===== src/rtl/framebuffer_bank_ctrl_pkg.sv =====
// Shared definitions for the framebuffer double-buffer bank controller:
// swap FSM encoding and the bank-bit positions that multimem sizing depends on.
package framebuffer_bank_ctrl_pkg;

    typedef enum logic [1:0] {
        ST_IDLE    = 2'd0,
        ST_PENDING = 2'd1,
        ST_DONE    = 2'd2
    } swap_state_t;

    // Bank bit sits directly above the native address on each side.
    localparam int unsigned WR_ADDR_BITS = 12;
    localparam int unsigned RD_ADDR_BITS = 11;
    localparam int unsigned WR_BANK_BIT  = WR_ADDR_BITS;
    localparam int unsigned RD_BANK_BIT  = RD_ADDR_BITS;

    function automatic logic [7:0] sat_inc8(input logic [7:0] v);
        return (v == 8'hff) ? v : v + 8'd1;
    endfunction

endpackage


===== src/rtl/framebuffer_bank_ctrl_watchdog.sv =====
// Swap watchdog: counts cycles while enabled and pulses expire on the
// cycle the count reaches TICKS-1, so a forced swap lands TICKS cycles in.
module bank_swap_watchdog #(
    parameter int unsigned          W     = 20,
    parameter logic [W-1:0]         TICKS = 20'd727273
) (
    input  logic clk_in,
    input  logic reset,
    input  logic clear,
    input  logic count_en,
    output logic expire
);

    localparam logic [W-1:0] LAST = W'(TICKS - 1'b1);

    logic [W-1:0] cnt;

    always_ff @(posedge clk_in or posedge reset) begin
        if (reset)         cnt <= '0;
        else if (clear)    cnt <= '0;
        else if (count_en) cnt <= cnt + 1'b1;
    end

    assign expire = count_en & (cnt == LAST);

endmodule


===== src/rtl/framebuffer_bank_ctrl.sv =====
// Double-buffer bank controller: writes go to the back bank, fetch reads the
// front bank, and swaps commit only on a frame edge or watchdog expiry.
module framebuffer_bank_ctrl
    import framebuffer_bank_ctrl_pkg::*;
#(
    parameter int unsigned              ADDR_A_WIDTH  = WR_ADDR_BITS,
    parameter int unsigned              ADDR_B_WIDTH  = RD_ADDR_BITS,
    parameter int unsigned              TIMEOUT_WIDTH = 20,
    parameter logic [TIMEOUT_WIDTH-1:0] TIMEOUT_TICKS = 20'd727273
) (
    input  logic                    clk_in,
    input  logic                    reset,
    input  logic                    dbuf_en,
    input  logic                    swap_req,
    input  logic                    frame_sync,
    input  logic [ADDR_A_WIDTH-1:0] wr_addr_in,
    input  logic                    wr_en_in,
    input  logic [ADDR_B_WIDTH-1:0] rd_addr_in,
    output logic [ADDR_A_WIDTH:0]   wr_addr_out,
    output logic                    wr_en_out,
    output logic [ADDR_B_WIDTH:0]   rd_addr_out,
    output logic                    front_bank,
    output logic                    wr_busy,
    output logic                    swap_done,
    output logic                    swap_timeout,
    output logic [7:0]              frame_count,
    output logic [7:0]              dropped_writes
);

    swap_state_t state, state_nx;
    logic        front_nx;
    logic        to_flag, to_flag_nx;
    logic        fs_q, fs_edge;
    logic        wd_clear, wd_expire;

    // fs_q resets high so a frame_sync held high through reset is not an edge.
    always_ff @(posedge clk_in or posedge reset) begin
        if (reset) fs_q <= 1'b1;
        else       fs_q <= frame_sync;
    end

    assign fs_edge = frame_sync & ~fs_q;

    bank_swap_watchdog #(
        .W     (TIMEOUT_WIDTH),
        .TICKS (TIMEOUT_TICKS)
    ) u_wdog (
        .clk_in   (clk_in),
        .reset    (reset),
        .clear    (wd_clear),
        .count_en (state == ST_PENDING),
        .expire   (wd_expire)
    );

    always_ff @(posedge clk_in or posedge reset) begin
        if (reset) begin
            state      <= ST_IDLE;
            front_bank <= 1'b0;
            to_flag    <= 1'b0;
        end else begin
            state      <= state_nx;
            front_bank <= front_nx;
            to_flag    <= to_flag_nx;
        end
    end

    always_comb begin
        state_nx   = state;
        front_nx   = front_bank;
        to_flag_nx = to_flag;
        wd_clear   = 1'b0;
        unique case (state)
            ST_IDLE: begin
                // An edge coincident with the request is not consumed here.
                if (swap_req) begin
                    state_nx = dbuf_en ? ST_PENDING : ST_DONE;
                    wd_clear = dbuf_en;
                end
            end
            ST_PENDING: begin
                if (fs_edge) begin
                    front_nx = ~front_bank;
                    state_nx = ST_DONE;
                end else if (wd_expire) begin
                    front_nx   = ~front_bank;
                    to_flag_nx = 1'b1;
                    state_nx   = ST_DONE;
                end
            end
            ST_DONE: begin
                to_flag_nx = 1'b0;
                state_nx   = ST_IDLE;
            end
            default: state_nx = ST_IDLE;
        endcase
        // Single buffering pins both sides to bank 0 and aborts any pending swap.
        if (!dbuf_en) begin
            front_nx   = 1'b0;
            to_flag_nx = 1'b0;
            if (state != ST_IDLE) state_nx = ST_IDLE;
        end
    end

    always_ff @(posedge clk_in or posedge reset) begin
        if (reset) begin
            frame_count    <= 8'd0;
            dropped_writes <= 8'd0;
        end else begin
            if (fs_edge)             frame_count    <= frame_count + 8'd1;
            if (wr_en_in && wr_busy) dropped_writes <= sat_inc8(dropped_writes);
        end
    end

    assign wr_busy      = (state != ST_IDLE);
    assign wr_en_out    = wr_en_in & ~wr_busy;
    assign swap_done    = (state == ST_DONE);
    assign swap_timeout = (state == ST_DONE) & to_flag;
    assign wr_addr_out  = {dbuf_en & ~front_bank, wr_addr_in};
    assign rd_addr_out  = {dbuf_en & front_bank, rd_addr_in};

endmodule


===== config.mk =====
export PLATFORM = sky130hd
export DESIGN_NAME = framebuffer_bank_ctrl
export DESIGN_NICKNAME = d
export VERILOG_FILES = /design/src/rtl/framebuffer_bank_ctrl_pkg.sv /design/src/rtl/framebuffer_bank_ctrl_watchdog.sv /design/src/rtl/framebuffer_bank_ctrl.sv
export SDC_FILE = /design/constraint.sdc
export NUM_CORES = 1
export LEC_CHECK = 0
export ABC_AREA = 1
export BUFFER_PORTS_ARGS = -buffer_cell sky130_fd_sc_hd__buf_2
export CORE_MARGIN = 5
export CORE_UTILIZATION = 46
export DETAILED_ROUTE_END_ITERATION = 8
export PLACE_DENSITY = 0.76
export SLEW_MARGIN = 0
export SYNTH_ARGS = -nofsm -noshare
export SYNTH_HDL_FRONTEND = slang
export SYNTH_SLANG_ARGS = --single-unit

===== constraint.sdc =====
create_clock -name clk_in -period 1.25 [get_ports clk_in]
set_input_delay 0.25 -clock clk_in [delete_from_list [all_inputs] [get_ports clk_in]]
set_output_delay 0.25 -clock clk_in [all_outputs]
set_load 0.05 [all_outputs]

After elaboration in Yosys (flattened, before gate mapping)
Index checks and enable logic that the tools add are counted.
Widths: inputs -> output; s select.
{"block": "word_totals", "ff_bits": 41, "input_bits": 29, "out_inout_bits": 46, "wordCells": 55}
{"block": "op_classes", "n_addsub": 3, "n_eq_ne": 9, "n_mux": 19, "bitwise": 10, "reduce_logical": 7}
{"cell": "$mux 20", "n": 2}
{"cell": "$add 20x1->20 const B", "n": 1}
{"cell": "$eq 20x20->1 const B", "n": 1}
{"cell": "$add 8x1->8 const B", "n": 2}
{"cell": "$mux 2", "n": 6}
{"cell": "$mux 1", "n": 9}
{"cell": "$eq 8x8->1 const B", "n": 1}
{"cell": "$and 1x1->1", "n": 6}
{"cell": "$ne 3x1->1 const B", "n": 2}
{"cell": "$ne 3x3->1 const B", "n": 2}
{"cell": "$not 1->1", "n": 4}
{"cell": "$pmux 2 s2", "n": 1}
{"cell": "$reduce_and 2->1", "n": 2}
{"cell": "$reduce_bool 2->1", "n": 2}
{"cell": "$reduce_and 3->1", "n": 1}
{"cell": "$eq 2x1->1 const B", "n": 1}
{"cell": "$eq 2x2->1 const B", "n": 1}
{"cell": "$logic_not 2->1", "n": 1}
{"cell": "$ne 2x1->1 const B", "n": 1}
{"cell": "$pmux 1 s2", "n": 1}
{"cell": "$logic_and 1x1->1", "n": 1}

Depth between registers and ports, before layout
Gate-level depths: netlist (run 1).
{"block": "depth", "ltp_word": 7, "ltp_mapped": 10, "mapped_depth_nobuf": 10}

Cells and area by module
A second synthesis (run 1) with hierarchy kept.
{"block": "hier_totals", "cells_unflattened": 336, "hier_area_um2": 2565.0}
{"module": "bank_swap_watchdog", "n_inst": 1, "cells_each": 172, "area_per_inst_um2": 1282.5}
{"module": "framebuffer_bank_ctrl", "n_inst": 1, "cells_each": 164, "area_per_inst_um2": 1282.5}

Worst setup path after synthesis (run 1)
Ideal clock, no wire load.
{"block": "synth_path", "path_type": "register to output", "startpoint": "reg state[1]", "endpoint": "out swap_timeout", "arrival_time_ps": 1904, "path_slack_ps": -904, "stages_incl_launch_ff": 5, "path_buffers": 0, "path_cell_list": "dfrtp_1 -> inv_1 -> nor2_1 -> inv_1 -> nor2_1"}
{"block": "synth_via", "elab_chain_cells": 2}
{"element": "start, declared", "line": "framebuffer_bank_ctrl.sv:30", "rtl": "swap_state_t state, state_nx;"}
{"element": "start signal, assigned", "line": "framebuffer_bank_ctrl.sv:61", "rtl": "state <= state_nx;"}
{"element": "$eq 2x2->1"}
{"element": "named net swap_done", "line": "framebuffer_bank_ctrl.sv:24", "rtl": "output logic swap_done,"}
{"element": "$and 1x1->1", "line": "framebuffer_bank_ctrl.sv:117", "rtl": "assign swap_timeout = (state == ST_DONE) & to_flag;"}
{"element": "end, declared", "line": "framebuffer_bank_ctrl.sv:25", "rtl": "output logic swap_timeout,"}
The timed path passes the listed nets, and every way through them passes these cells.

Worst setup path in the final report (run 1)
{"block": "layout_path", "startpoint": "reg state[1]", "endpoint": "out wr_en_out"}
{"block": "layout_via", "elab_chain_cells": 3}
{"element": "$reduce_bool 2->1", "line": "framebuffer_bank_ctrl.sv:114", "rtl": "assign wr_busy = (state != ST_IDLE);"}
{"element": "$not 1->1", "line": "framebuffer_bank_ctrl.sv:115", "rtl": "assign wr_en_out = wr_en_in & ~wr_busy;"}
{"element": "$and 1x1->1", "line": "framebuffer_bank_ctrl.sv:115"}
{"element": "end, declared", "line": "framebuffer_bank_ctrl.sv:20", "rtl": "output logic wr_en_out,"}
No other way between the ends.

==> parameters.txt, run 1 <==
Parameter                              Value

Run status
  Outcome    finished with violations
  Violated checks    setup timing

Setup path
  List of cells traversed by the critical path    nor2_4, inv_2, nor2_4, buf_8
  Most used cell along the critical path    sky130_fd_sc_hd__nor2_4
  Startpoint of the lowest-slack register-to-register path    state[0]
  Kind of start point of the critical path    register
  Setup crit start    state[1]
  Maximum net fanout on the critical path    3
  Worst path max stage delay    between 400 and 500 ps
  Slowest stage cell, crit path    sky130_fd_sc_hd__dfrtp_2
  Type of the worst setup path    register to primary output
  Element type at the critical path end    primary output
  Worst Path Required    1000 ps
  Worst path arrival time    roughly 1200 ps

Clock tree
  Clock sink count    around 40
  CTS tree    done
  Worst-case clock buffer depth    2
  Clock latency reported for the late side of the worst-skew pair    300 ps
  Number of CTS-inserted buffers    5
  Worst-path clk slew    80 ps
  Cell chosen for the clock root    sky130_fd_sc_hd__clkbuf_8
  Depth of the CTS H-tree    2

Placed design
  Post-place setup slack    -185 ps
  Number of port buffers    28
  Hpwl dp    4200 um
  Cell area after placement    0.00286 mm2
  GP Congestion    0.945

STA
  Post-route minimum period    1470 ps
  Maximum clock frequency    0.682 GHz
  Number of failing setup endpoints in the final timing report    34
  Largest clock skew in the final design    3.80 ps
  Setup repair after global routing missed its margin    yes
  Slew at the pin closest to its max-slew limit    320 ps
  Final period util    1.17
  Final Hold Violating Endpoints    0
  Number of slew-limit violations in the final report    0
  Post-route worst setup slack    -216 ps
  Sum Neg Setup Slack    -3070 ps
  Worst relative slew slack    0.786

Logic synthesis
  Synth Register Bits    41
  Gate count after technology mapping    between 300 and 400
  Post-synthesis cell type with the largest combined area    sky130_fd_sc_hd__dfrtp_1
  Post-synthesis net count    358
  Number of unique standard cell types used by synthesis    25
  Post-synthesis sequential area ratio    0.420
  Yosys Warn Count    0
  Cell area after synthesis    around 0.0024 mm2
  Biggest area contributors in the synthesized netlist    sky130_fd_sc_hd__dfrtp_1 (41%), sky130_fd_sc_hd__nand2_1 (12%), sky130_fd_sc_hd__buf_4 (8.0%)
  Yosys top cell area share    0.409
  Synth Area per Inst    7.53 um2

Die
  Initial core utilization    0.476
  Floorplan die area    0.00688 mm2
  Ports placed on the boundary    75
  Overall die height    roughly 83 um
  Placeable Area    0.00514 mm2
  Number of core rows    26
  Chip Width    82.9 um

Finish
  Diode count    0
  Relative area change from synthesis to final layout    41.5%
  FILL cells    393
  Ratio of cells with drive above 1 in the final layout    0.472
  Finished Core Util    0.673
  Post-route cell area    between 0.003 and 0.004 mm2
  Layout Nets    420

Detailed routing
  Routed Antenna Nets    0
  Number of DRC violations after detailed routing    0
  Count of routing violations after the opening detailed-route iteration    130
  Per-cell via count in the routed design    slightly above 5
  Average wire length per cell after detail routing    13.9 um
  Detailed-route wire length    around 6400 um
  Pre-antenna DRT Iters    4
  Routed vias    2303

Global routing
  Antenna violations before repair    0
  Vias in the first global route    2237
  Total routing resource utilization after global routing    0.175
  Total congestion overflow after global routing    0
  Wire length of the first global-routing pass    10100 um
  Maximum number of pins on one net before global-route repair    19

Worst hold path
  Hold wc startpoint    frame_sync
  HP Class    input pin to register

Run
  Number of max-capacitance violations reported    0

Power and ir drop
  Power, Total    5.37 mW
  Cell leakage power    about 1.7 nW
  VDD IR max    1530 uV
  Power Density    1550 mW/mm2
## timing repair
action / CTS / global route
hold endpoints to repair: 6 / 0
pin swaps: 11 / 27
setup endpoints to repair: 36 / 51
hold buffers: 1 / 0
setup buffers: 8 / 4
resized for setup: 53 / 69
## registers in the layout (all words and copies together) (netlist names)
name,count
front_bank,1
frame_count,8
to_flag,1
dropped_writes,8
u_wdog.cnt,20
fs_q,1
state,2
## final timing paths
check / end / slack [ps] / depth (start not counted)
max: wr_en_out / -220 / 4
min: fs_q / 60 / 1
max reg2reg: u_wdog.cnt[15] / -190 / 8
min reg2reg: frame_count[7] / 470 / 1
max in group asynchronous: state[1] / 210 / 4
min in group asynchronous: frame_count[5] / 460 / 3
## through the flow
step	hold WS (ps)	instances
floorplan	254	325
global placement	205	438
detailed placement	217	438
CTS	48.7	455
global route	49.6	458
finish	57.5	458
## metal layers
metal	vias up	wire length [um]	share of wire	track usage
li1	1104	-	-	-
met1	1106	2470	0.39	0.207
met2	77	3370	0.53	0.310
met3	16	398	0.062	0.0465
met4	0	148	0.023	0.0461
met5	-	0	0	0
## cell families (layout without fill, tap and decap cells)
| group | count (synthesis) | in the layout | share of synthesized area |
|---|---|---|---|
| and+or+nand+nor | 165 | 165 | 0.300 |
| buffers and inverters | 78 | 141 | 0.160 |
| DFF | 41 | 41 | 0.420 |
| AOI/OAI and AO/OA | 23 | 23 | 0.0496 |
| xor gates and xnor gates | 14 | 14 | 0.0501 |
| adders and majority gates | 4 | 4 | 0.0205 |
## critical path, delay by kind of cell (launching register included)
family                 cells  cell delay (ps)
flip-flops                 1              460
AND/OR/NAND/NOR            2              240
buffers and inverters      2              220
## final cells by class
| class | count | area [um2] | area share |
|---|---|---|---|
| timing repair buffer | 82 | 678 | 0.196 |
| clock inverter | 3 | 65.1 | 0.0188 |
| multi-input combinational | 206 | 1320 | 0.381 |
| tap | 70 | 87.6 | 0.0253 |
| sequential | 41 | 1040 | 0.302 |
| inverter | 51 | 199 | 0.0575 |
| clock buffer | 5 | 68.8 | 0.0199 |
## where the power goes
group	switching, mW	total [mW]	leakage (nW)	internal [mW]
sequential	0.282	1.88	0.526	1.60
clock	0.483	1.28	0.0681	0.793
combinational	1.44	2.21	1.13	0.770
total	2.21	5.37	1.72	3.17
## synth_stat cells
library cell / n
sky130_fd_sc_hd__nand3_1: 23
sky130_fd_sc_hd__nor3_2: 1
sky130_fd_sc_hd__nor3_1: 3
sky130_fd_sc_hd__dfrtp_1: 40
sky130_fd_sc_hd__nand4_1: 7
sky130_fd_sc_hd__nand2_2: 2
sky130_fd_sc_hd__nand2_4: 1
sky130_fd_sc_hd__xor2_1: 7
sky130_fd_sc_hd__buf_4: 26
sky130_fd_sc_hd__o21ai_1: 1
sky130_fd_sc_hd__a21oi_1: 5
sky130_fd_sc_hd__nand2_1: 81
sky130_fd_sc_hd__inv_1: 51
sky130_fd_sc_hd__ha_1: 4
sky130_fd_sc_hd__or2_2: 1
sky130_fd_sc_hd__xnor2_1: 7
sky130_fd_sc_hd__o21ai_0: 13
sky130_fd_sc_hd__nor2_4: 2
sky130_fd_sc_hd__nor2_1: 36
sky130_fd_sc_hd__nand3_2: 2
sky130_fd_sc_hd__dfstp_2: 1
sky130_fd_sc_hd__o22ai_1: 3
sky130_fd_sc_hd__o211ai_1: 1
sky130_fd_sc_hd__nor2_2: 6
sky130_fd_sc_hd__buf_2: 1
## cell usage in the layout, fill, tap and decap left out, types with 3 or more instances in the layout
cell type	synthesis	layout
sky130_fd_sc_hd__a21oi_1	5	3
sky130_fd_sc_hd__buf_2	1	12
sky130_fd_sc_hd__buf_4	26	42
sky130_fd_sc_hd__buf_6	0	18
sky130_fd_sc_hd__buf_8	0	3
sky130_fd_sc_hd__clkbuf_4	0	6
sky130_fd_sc_hd__clkbuf_8	0	5
sky130_fd_sc_hd__dfrtp_1	40	26
sky130_fd_sc_hd__dfrtp_2	0	14
sky130_fd_sc_hd__inv_1	51	41
sky130_fd_sc_hd__inv_2	0	9
sky130_fd_sc_hd__nand2_1	81	68
sky130_fd_sc_hd__nand2_2	2	11
sky130_fd_sc_hd__nand2_4	1	5
sky130_fd_sc_hd__nand3_1	23	15
sky130_fd_sc_hd__nand3_2	2	8
sky130_fd_sc_hd__nand4_1	7	7
sky130_fd_sc_hd__nor2_1	36	17
sky130_fd_sc_hd__nor2_2	6	15
sky130_fd_sc_hd__nor2_4	2	12
sky130_fd_sc_hd__o21ai_0	13	3
sky130_fd_sc_hd__o21ai_1	1	7
sky130_fd_sc_hd__o21ai_2	0	4
sky130_fd_sc_hd__xnor2_1	7	6
sky130_fd_sc_hd__xor2_1	7	7
(Power assumes the default switching activity.)
==> run 2, diff against run 1 <==
--- a/config.mk
+++ b/config.mk
@@ -11,6 +11,7 @@
 export CORE_UTILIZATION = 46
 export DETAILED_ROUTE_END_ITERATION = 8
 export PLACE_DENSITY = 0.76
+export RECOVER_POWER = 100
 export SLEW_MARGIN = 0
 export SYNTH_ARGS = -nofsm -noshare
 export SYNTH_HDL_FRONTEND = slang
==> parameters.txt, run 2 (synthesized netlist as in run 1, its figures left out) <==
Parameter                              Value

Run status
  Outcome    finished with violations
  Violated checks    setup timing

Power and ir drop
  Cell leakage power    1.72 nW
  VDD IR max    1520 uV
  Power Density    ~1600 mW/mm2

STA
  Maximum clock frequency    0.684 GHz
  Post-route minimum period    1460 ps
  Post-route worst setup slack    -211 ps
  Final period util    1.17
  Final Hold Violating Endpoints    0
  Number of slew-limit violations in the final report    0
  Sum Neg Setup Slack    -3050 ps
  Setup repair after global routing missed its margin    yes
  Largest clock skew in the final design    3.91 ps
  Worst relative slew slack    0.750
  Slew at the pin closest to its max-slew limit    around 370 ps
  Number of failing setup endpoints in the final timing report    33

Setup path
  Reg2Reg Setup Slack    -200 ps
  R2R cell count    8
  Type of the worst setup path    register to primary output
  Startpoint of the lowest-slack register-to-register path    state[0]
  Kind of start point of the critical path    register
  Reg-to-reg critical path endpoint    u_wdog.cnt[15]
  Worst Path Required    1000 ps
  Maximum net fanout on the critical path    3
  Element type at the critical path end    primary output
  Worst path arrival time    1210 ps
  Setup crit start    state[1]
  Worst setup path endpoint    wr_en_out

Run
  Number of max-capacitance violations reported    0

Clock tree
  Depth of the CTS H-tree    2
  Cell chosen for the clock root    sky130_fd_sc_hd__clkbuf_8
  Number of CTS-inserted buffers    5
  CTS tree    done
  Clock latency reported for the late side of the worst-skew pair    300 ps
  Worst-case clock buffer depth    2
  Worst-path clk slew    approximately 80 ps
  Clock sink count    41

Detailed routing
  Detailed-routing wirelength on met1    2520 um
  Routed wire length on met2    3360 um
  Top layer reached by signal wires    met4
  Routed Antenna Nets    0
  Number of DRC violations after detailed routing    0
  Average wire length per cell after detail routing    14.1 um
  Detailed-route wire length    6440 um
  Count of routing violations after the opening detailed-route iteration    123
  Routed vias    roughly 2.3k
  Pre-antenna DRT Iters    4
  Per-cell via count in the routed design    5.08
  Routed length on met3    404 um

Finish
  Flip-flop and latch area    0.00104 mm2
  Diode count    0
  Layout Nets    420
  Area of the multi-input gates    0.00131 mm2
  Most frequent standard cell in the layout excluding fill and tap cells    sky130_fd_sc_hd__nand2_1
  Finished Core Util    0.671
  Leading cell types in the layout, fill and taps excluded    sky130_fd_sc_hd__nand2_1 (68), sky130_fd_sc_hd__inv_1 (41), sky130_fd_sc_hd__buf_4 (40)
  Ratio of cells with drive above 1 in the final layout    0.464
  Most flop-heavy register    u_wdog.cnt
  Registers with the most flip-flops    u_wdog.cnt (20), dropped_writes (8), frame_count (8)
  Max reg flops    20
  Relative area change from synthesis to final layout    41.1%
  FILL cells    397

Placed design
  Number of port buffers    28
  Hpwl dp    4200 um
  GP Congestion    0.945

Die
  Placeable Area    ~0.0051 mm2
  Number of core rows    26
  Chip Width    just over 80 um
  Ports placed on the boundary    between 70 and 80
  Overall die height    82.9 um
  Initial core utilization    0.476
  Floorplan die area    0.00688 mm2

Global routing
  Wire length of the first global-routing pass    10100 um
  Vias in the first global route    roughly 2.2k
  Total routing resource utilization after global routing    0.175
  Total congestion overflow after global routing    0
  Maximum number of pins on one net before global-route repair    19
  Antenna violations before repair    0

Worst hold path
  HP Class    input pin to register
run 2: cell count changes in the layout (fill, tap and decap cells not counted):
| cell | previous run | this run |
|---|---|---|
| sky130_fd_sc_hd__buf_2 | 12 | 9 |
| sky130_fd_sc_hd__clkbuf_2 | 0 | 3 |
| sky130_fd_sc_hd__buf_4 | 42 | 40 |
| sky130_fd_sc_hd__clkbuf_1 | 0 | 1 |
| sky130_fd_sc_hd__clkbuf_4 | 6 | 7 |
| sky130_fd_sc_hd__dfrtp_1 | 26 | 27 |
| sky130_fd_sc_hd__dfrtp_2 | 14 | 13 |
| sky130_fd_sc_hd__dfstp_1 | 0 | 1 |
| sky130_fd_sc_hd__dfstp_2 | 1 | 0 |
| sky130_fd_sc_hd__nor2_2 | 15 | 16 |
| sky130_fd_sc_hd__nor2_4 | 12 | 11 |
run 2: power breakdown:
group | switching [mW] | internal, mW
logic | 1.44 | 0.766
clock network | 0.481 | 0.794
registers | 0.284 | 1.60
total | 2.21 | 3.16
run 2: worst max-delay path, stage by stage, from the launching register on:
cell,delay (ps)
sky130_fd_sc_hd__dfrtp_2,460
sky130_fd_sc_hd__nor2_4,150
sky130_fd_sc_hd__inv_2,70
sky130_fd_sc_hd__nor2_4,90
sky130_fd_sc_hd__buf_8,150
run 2: cell type report:
type                       count  share of cell area
multi-input combinational    206               0.380
sequential                    41               0.302
timing repair buffer          82               0.195
inverter                      51              0.0577
tap                           70              0.0254
clock buffer                   5              0.0199
clock inverter                 3              0.0189
run 2: metal layers:
layer | vias to the layer above | track usage
met3 | 20 | 0.0465
met1 | 1116 | 0.207
li1 | 1105 | -
met2 | 85 | 0.310
met4 | 0 | 0.0461
met5 | - | 0
run 2: timing repair:
item | CTS | global route
buffers inserted | 8 | 4
hold endpoints to repair | 6 | 0
setup endpoints to repair | 36 | 51
pin swaps | 11 | 27
hold buffers | 1 | 0
gates resized for setup | 53 | 69
run 2: worst min-delay path by stage:
| stage | start | to | cells after the start |
|---|---|---|---|
| final | frame_sync | fs_q | 1 |
| after detailed placement | reset | frame_count[4] | 2 |
| after global placement | reset | frame_count[4] | 2 |
| after global routing | frame_sync | fs_q | 1 |
| after CTS | frame_sync | fs_q | 1 |
| after floorplan | frame_sync | fs_q | 0 |
run 2: through the flow:
stage / total power, mW / instances / hold WS (ps) / setup slack (ps) / cell area, um2
after global routing: 5.63 / 458 / 49.4 / -283 / 3450
after global placement: 3.61 / 438 / 205 / -135 / 2860
final: 5.37 / 458 / 54.7 / -211 / 3450
after detailed placement: 3.68 / 438 / 217 / -185 / 2860
after CTS: 5.13 / 455 / 48.7 / -209 / 3230
after floorplan: 3.34 / 325 / 254 / -162 / 2520
